**src/rtl/alu_seq_pkg.sv**
```systemverilog
// Shared encodings for the ALU instruction sequencer: instruction classes, FSM states, field positions.
// Latency: n/a (types and constants only).
// Backpressure: n/a.
package alu_seq_pkg;

  // Instruction class, taken from bits [21:20] of the instruction word
  typedef enum logic [1:0] {
    CLS_ALU  = 2'b00,
    CLS_JMP  = 2'b01,
    CLS_JCC  = 2'b10,
    CLS_HALT = 2'b11
  } cls_t;

  // Sequencer states; every instruction visits FETCH, DECODE, EXEC
  typedef enum logic [1:0] {
    S_FETCH  = 2'b00,
    S_DECODE = 2'b01,
    S_EXEC   = 2'b10,
    S_HALT   = 2'b11
  } state_t;

  // Instruction word fields (16-bit immediate layout)
  localparam int F_CLS_HI = 21;
  localparam int F_CLS_LO = 20;
  localparam int F_FN_HI  = 19;
  localparam int F_FN_LO  = 16;
  localparam int F_IMM_HI = 15;
  localparam int F_IMM_LO = 0;

  // Within the 4-bit function field of a JCC: polarity bit and flag index
  localparam int FN_POL_BIT = 3;
  localparam int FN_IDX_HI  = 2;
  localparam int FN_IDX_LO  = 0;

endpackage

```
**src/rtl/alu_seq_cond.sv**
```systemverilog
// Conditional-jump evaluator: taken when flag_in[idx] equals the polarity bit; idx past FLAG_W never taken.
// Latency: purely combinational.
// Backpressure: none; the result is consumed by the sequencer in its EXEC cycle.
module alu_seq_cond
  import alu_seq_pkg::*;
#(
  parameter int FLAG_W = 5
) (
  input  logic [FLAG_W-1:0] flag_in,
  input  logic [3:0]        func,
  output logic              taken
);

  logic       hit;
  logic       sel_flag;
  logic [2:0] idx;

  assign idx = func[FN_IDX_HI:FN_IDX_LO];

  // Select the addressed flag; indices with no matching flag leave hit low so the jump is never taken
  always_comb begin
    hit      = 1'b0;
    sel_flag = 1'b0;
    for (int i = 0; i < FLAG_W && i < 8; i++) begin
      if (idx == 3'(i)) begin
        hit      = 1'b1;
        sel_flag = flag_in[i];
      end
    end
    taken = hit && (sel_flag == func[FN_POL_BIT]);
  end

endmodule

```
**src/rtl/alu_sequencer.sv**
```systemverilog
// Instruction sequencer driving the accumulator/ALU/flag datapath; optional JCC logic under `ALU_SEQ_JCC_EN.
// Latency: 3 cycles per instruction (FETCH, DECODE, EXEC), plus one cycle per FETCH cycle with run low.
// Backpressure: run low holds the FSM in FETCH; once past FETCH an instruction always completes.
module alu_sequencer
  import alu_seq_pkg::*;
#(
  parameter int ADDR_W = 8,
  parameter int DATA_W = 16,
  parameter int FLAG_W = 5
) (
  input  logic              CLK,
  input  logic              RST_N,
  input  logic              run,
  output logic [ADDR_W-1:0] prog_addr,
  input  logic [DATA_W+5:0] prog_data,
  input  logic [FLAG_W-1:0] flag_in,
  output logic [3:0]        opcode,
  output logic [DATA_W-1:0] arg2,
  output logic              A_ce,
  output logic              flagreg_ce,
  output logic              halted
);

  state_t            state, state_nxt;
  logic [ADDR_W-1:0] pc, pc_nxt;
  logic [DATA_W+5:0] ir;
  cls_t              ir_cls;
  cls_t              dat_cls;
  logic              exec_alu;
  logic              taken;

  assign ir_cls  = cls_t'(ir[F_CLS_HI:F_CLS_LO]);
  assign dat_cls = cls_t'(prog_data[F_CLS_HI:F_CLS_LO]);

`ifdef ALU_SEQ_JCC_EN
  alu_seq_cond #(.FLAG_W(FLAG_W)) u_cond (
    .flag_in (flag_in),
    .func    (ir[F_FN_HI:F_FN_LO]),
    .taken   (taken)
  );
  logic unused_ir;
  assign unused_ir = ^ir;
`else
  // Without JCC support, class 10 falls through as a NOP and the flags are ignored
  assign taken = 1'b0;
  logic unused_in;
  assign unused_in = ^{flag_in, ir};
`endif

  // State, PC and IR; ALU operands are captured in DECODE so they are stable throughout EXEC and after it
  always_ff @(posedge CLK) begin
    if (!RST_N) begin
      state  <= S_FETCH;
      pc     <= '0;
      ir     <= '0;
      opcode <= '0;
      arg2   <= '0;
    end else begin
      state <= state_nxt;
      pc    <= pc_nxt;
      if (state == S_DECODE) begin
        ir <= prog_data;
        if (dat_cls == CLS_ALU) begin
          opcode <= prog_data[F_FN_HI:F_FN_LO];
          arg2   <= prog_data[DATA_W-1:0];
        end
      end
    end
  end

  // Next-state and PC update; PC wraps naturally at 2^ADDR_W and jump targets are truncated to ADDR_W
  always_comb begin
    state_nxt = state;
    pc_nxt    = pc;
    exec_alu  = 1'b0;
    case (state)
      S_FETCH:  if (run) state_nxt = S_DECODE;
      S_DECODE: state_nxt = S_EXEC;
      S_EXEC: begin
        state_nxt = S_FETCH;
        pc_nxt    = pc + ADDR_W'(1);
        case (ir_cls)
          CLS_ALU:  exec_alu = 1'b1;
          CLS_JMP:  pc_nxt = ir[ADDR_W-1:0];
          CLS_JCC:  if (taken) pc_nxt = ir[ADDR_W-1:0];
          CLS_HALT: begin
            pc_nxt    = pc;
            state_nxt = S_HALT;
          end
          default:  ;
        endcase
      end
      S_HALT:   state_nxt = S_HALT;
      default:  state_nxt = S_FETCH;
    endcase
  end

  assign prog_addr = pc;
  // Enables are masked by reset so no commit can occur on an edge where reset is applied mid-EXEC
  assign A_ce       = exec_alu & RST_N;
  assign flagreg_ce = exec_alu & RST_N;
  // Halt is flagged from the HALT instruction's own EXEC cycle and stays until reset
  assign halted     = (state == S_HALT) || (state == S_EXEC && ir_cls == CLS_HALT);

endmodule
```
**config.mk**
```make
export PLATFORM = sky130hd
export DESIGN_NAME = alu_sequencer
export DESIGN_NICKNAME = d
export VERILOG_FILES = /design/src/rtl/alu_seq_pkg.sv /design/src/rtl/alu_seq_cond.sv /design/src/rtl/alu_sequencer.sv
export SDC_FILE = /design/constraint.sdc
export NUM_CORES = 1
export LEC_CHECK = 0
export ABC_AREA = 1
export BUFFER_PORTS_ARGS = -buffer_cell sky130_fd_sc_hd__buf_2
export CAP_MARGIN = 0
export CORE_MARGIN = 2
export CORE_UTILIZATION = 45
export CTS_CLUSTER_DIAMETER = 200
export DETAILED_ROUTE_END_ITERATION = 10
export PLACE_DENSITY = 0.75
export SLEW_MARGIN = 25
export SYNTH_ARGS = -nofsm -noshare
export SYNTH_HDL_FRONTEND = slang
export SYNTH_SLANG_ARGS = --single-unit
```
**constraint.sdc**
```tcl
create_clock -name CLK -period 1 [get_ports CLK]
set_input_delay 0.05 -clock CLK [delete_from_list [all_inputs] [get_ports CLK]]
set_output_delay 0.05 -clock CLK [all_outputs]
set_load 0.02 [all_outputs]
```
==> Yosys cells after proc, flatten, opt, wreduce, memory -nomap -nowiden <==
Cells that the tools add are included.
{ "word_totals": {"word_cells": 27, "regBits": 52} }
{ "op_classes": {"n_eq_ne": 6, "n_bitwise": 2, "reduce_logical": 7, "mux": 6, "addsub": 1} }
{ "op_table": {"columns": ["cell", "count"], "rows": [
  ["8-bit case mux with 2 select lines", 1],
  ["8-bit by 1-bit adder with 8-bit output (second input constant)", 1],
  ["2-bit case mux with 4 select lines", 1],
  ["2-bit == test (second input constant)", 3],
  ["2-bit logical NOT", 3],
  ["2-bit by 1-bit == test with 1-bit output (second input constant)", 2],
  ["2-bit two-way mux", 2],
  ["2-bit AND reduction", 2],
  ["1-bit two-way mux", 2],
  ["2-bit != test (second input constant)", 1],
  ["1-bit AND", 1],
  ["1-bit logical AND", 1],
  ["1-bit logical OR", 1],
  ["1-bit inverter", 1]
]} }

==> Depth between registers and ports, before layout <==
{ "logic_depth": {"depth_word": 4, "mapped_depth": 8, "mapped_depth_nobuf": 8} }

==> Worst setup path before layout <==
Ideal clock, no wire load.
{ "synth_path": {"path_type": "reg-to-reg", "from": "reg pc[1] (netlist: prog_addr[1])", "to": "reg pc[6] (netlist: prog_addr[6])", "arrival_time_ps": 1156, "path_buffers": 0, "path_stages_with_launch": 9, "setup_slack_ps": -279, "setup_time_ps": 123, "cell_sequence": "dfxtp_1 > ha_1 > nand2_1 > nor2_1 > nand2_1 > nand2_1 > nand3_1 > nand2_1 > a21oi_2"} }
{ "synth_between": {"elab_chain_len": 2} }
{ "synth_rtl": {"columns": ["item", "line_no", "source"], "rows": [
  ["start: declaration", "alu_sequencer.sv:25", "logic [ADDR_W-1:0] pc, pc_nxt;"],
  ["start signal: assignment", "alu_sequencer.sv:60", "pc <= pc_nxt;"],
  ["8-bit by 1-bit adder with 8-bit output", "alu_sequencer.sv:81", "pc_nxt = pc + ADDR_W'(1);"],
  ["8-bit case mux with 2 select lines", "alu_sequencer.sv:82", "case (ir_cls)"]
]} }
No other way between the ends.
A chain may end at the register's enable or synchronous reset.

==> Worst setup path in the final report <==
{ "layout_path": {"from": "reg ir[20]", "to": "out halted"} }
{ "layout_between": {"elab_chain_len": 3} }
{ "layout_rtl": {"columns": ["item", "line_no", "source"], "rows": [
  ["start: declaration", "alu_sequencer.sv:26", "logic [DATA_W+5:0] ir;"],
  ["start signal: assignment", "alu_sequencer.sv:62", "ir <= prog_data;"],
  ["2-bit == test", "alu_sequencer.sv:103", "assign halted = (state == S_HALT) || (state == S_EXEC && ir_cls == CLS_HALT);"],
  ["1-bit logical AND", "alu_sequencer.sv:103", null],
  ["1-bit logical OR", "alu_sequencer.sv:103", null],
  ["end: declaration", "alu_sequencer.sv:21", "output logic halted"]
]} }
No other way between the ends.

==> reports/results.ini <==
[synth]
synth_cells=230
synth_fa_ha_area_share_pct=0.684
synth_top_family_by_area=simple AND/OR/NAND/NOR gates
synth_compound_area_share_pct=18.7
synth-edff-count=0
yosysWarnings=0
ys_seq_area_share_pct=43.7
synth_top_cells_by_area=dfxtp_1, nor2_1, nor2_2
yosysTopAreaCell=dfxtp_1
synth_cell_types=30
synthFlopType=dfxtp_1
syn_area_per_cell_sq_um=7.96
muxShareOfSynthArea_pct=0
synth-simple-area-share_pct=25.6
synth_nets=261
yosys.area_share.xor_xnor_pct=0
synth_top_area_share_pct=43.7
synthesis.area_sq_um=1830
synthArstFlopShare_pct=0
synth-seq-cells=40

[status]
status=finished with violations
violations=negative hold slack, negative setup slack

[clocking]
cts_buffer_depth=2
clk_latency_ns=0.29
cts_sinks=40
cts_buffers=5
cts_tree=done
path_clk_slew_ns=0.08
cts_root_buffer=clkbuf_8
htree_levels=2

[sta]
whs_ns=-0.00179
finalCriticalPeriod_ns=1.24
tns_ns=-5.67
rsz0062_at_grt=yes
relSlewSlack_pct=74.9
clock_skew_ns=0.00418
fmax_mhz=808
worst_slew_pin_slew_ns=0.375
hold_viol_final=2
finalSetupViolCount=44
final.setup.worst_slack_ns=-0.237
period_share_pct=124
drv_slew=0

[place]
gp_congestion=0.818
hpwl_mm=2.93
placed_area_sq_um=2300
portBuffers=55

[worst_setup_path]
crit_arrival_ns=1.19
critPathCaptureType=primary output
critPathMaxFanout=3
cp-start-kind=register
reg2reg_slack_ns=-0.23
r2r_end=prog_addr[3]
worstPathRequired_ns=0.95
r2r_start=ir[20]
worstSetupPathType=register to primary output
worstRegToRegCells=7

[layout]
n_fill_cell=252
diodes=0
layout_common_cells=buf_2, nor2_1, dfxtp_1
area_growth_pct=62.5
final_core_util_pct=74.9
nNetsFinal=357
drive_above_1_share_pct=59.0
design_area_sq_um=2970
final_common_cell=buf_2

[floorplanning]
die_area_sq_um=4590
io_pins=61
die_height_microns=67.8
fp-row-count=23
start_util_pct=46.1
placeableCoreArea_sq_um=3970
die_w_microns=67.8

[global_routing]
grt_pass1_vias=1699
grt_overflow_total=0
grt_max_degree=35
grt_pass1_wl_mm=7.71
antenna_found_initial=0
track_usage_pct=22.8

[pwr]
peakVddDrop_mv=0.817
power_mw=3.78
p_leak_nw=1.32
pwr_density_cell_nw_per_um2=1270

[min_path]
hp-start=prog_data[10]
whs_endpoint=arg2[10]
hold_depth=3
hp-class=primary input to register

[routing]
first_iter_violations=172
ant_nets=0
via_per_inst=5.11
drc=0
vias=1927
routed_wl_mm=5.69
wl_per_cell_microns=15.1
drt_first_pass_iters=4

[run]
cap_violations=0

## how the worst max path moves through the flow
stage	from	end	slack, ns	cells past startpoint
detailed placement	ir[20]	prog_addr[6]	-0.14	7
CTS	state[0]	A_ce	-0.21	5
finish	ir[20]	halted	-0.24	5
floorplan	prog_addr[1]	prog_addr[6]	-0.09	8
global route	ir[20]	prog_addr[3]	-0.27	6
global placement	ir[20]	prog_addr[7]	-0.11	7
## where the power goes
| part | switching (mW) | internal (mW) |
|---|---|---|
| registers | 0.0653 | 1.67 |
| clock network | 0.597 | 0.487 |
| logic | 0.516 | 0.438 |
## routing by layer
layer	vias up	GRT usage, %	part of all wire, %
met5	-	0	0
met4	0	6.25	3.5
met1	894	28.0	41
met2	79	40.3	50
li1	933	-	-
met3	21	4.67	5.7
## synthesized netlist by cell type (3+ instances only)
library cell,number
dfxtp_1,40
nor2_1,36
o21ai_1,24
nand2_1,23
nor2_2,20
inv_1,18
o21ai_0,14
a21oi_1,13
nand3_1,6
a21oi_2,4
buf_6,3
inv_2,3
o21ai_2,3
## cells by family (layout without fill, tap and decap cells)
| logic type | after synthesis | after routing |
|---|---|---|
| AND/OR/NAND/NOR | 93 | 94 |
| AO/OA/AOI/OAI | 61 | 61 |
| flip-flops | 40 | 40 |
| buffers and inverters | 35 | 131 |
| adder cells (fa/ha/maj) | 1 | 1 |
## stage by stage
step           setup WS (ns)  cells
3_5_place_dp          -0.141    343
6_report              -0.237    377
4_1_cts               -0.206    374
2_1_floorplan        -0.0880    230
3_3_place_gp          -0.111    343
5_1_grt               -0.273    377
## flip-flops by register name, summed over array words and instances (netlist names)
signal,cells
arg2,16
ir,10
state,2
opcode,4
prog_addr,8
## layout make-up
type / count / area, sq um / area share [%]
repair buffers: 95 / 772 / 26.0
well taps: 50 / 62.6 / 2.10
clock inverters: 3 / 18.8 / 0.631
clock buffers: 5 / 68.8 / 2.31
multi-input cells: 156 / 1050 / 35.3
inverters: 25 / 138 / 4.63
repair inverters: 3 / 33.8 / 1.14
flip-flops and latches: 40 / 830 / 27.9
## timing repair
| item | in CTS | in global routing |
|---|---|---|
| pin swaps | 9 | 6 |
| cloned | 5 | 1 |
| setup buffers | 10 | 3 |
| resized for setup | 51 | 39 |
| endpoints found under the hold margin | 8 | 0 |
| setup endpoints to repair | 42 | 44 |
| hold buffers | 8 | 0 |
## worst max-delay path: stages (launching register included)
cell	delay (ns)
dfxtp_2	0.38
nand2_2	0.07
nand2_2	0.11
inv_1	0.09
nor2_4	0.10
buf_4	0.15
Note: power is estimated with default switching activity, not from simulation.
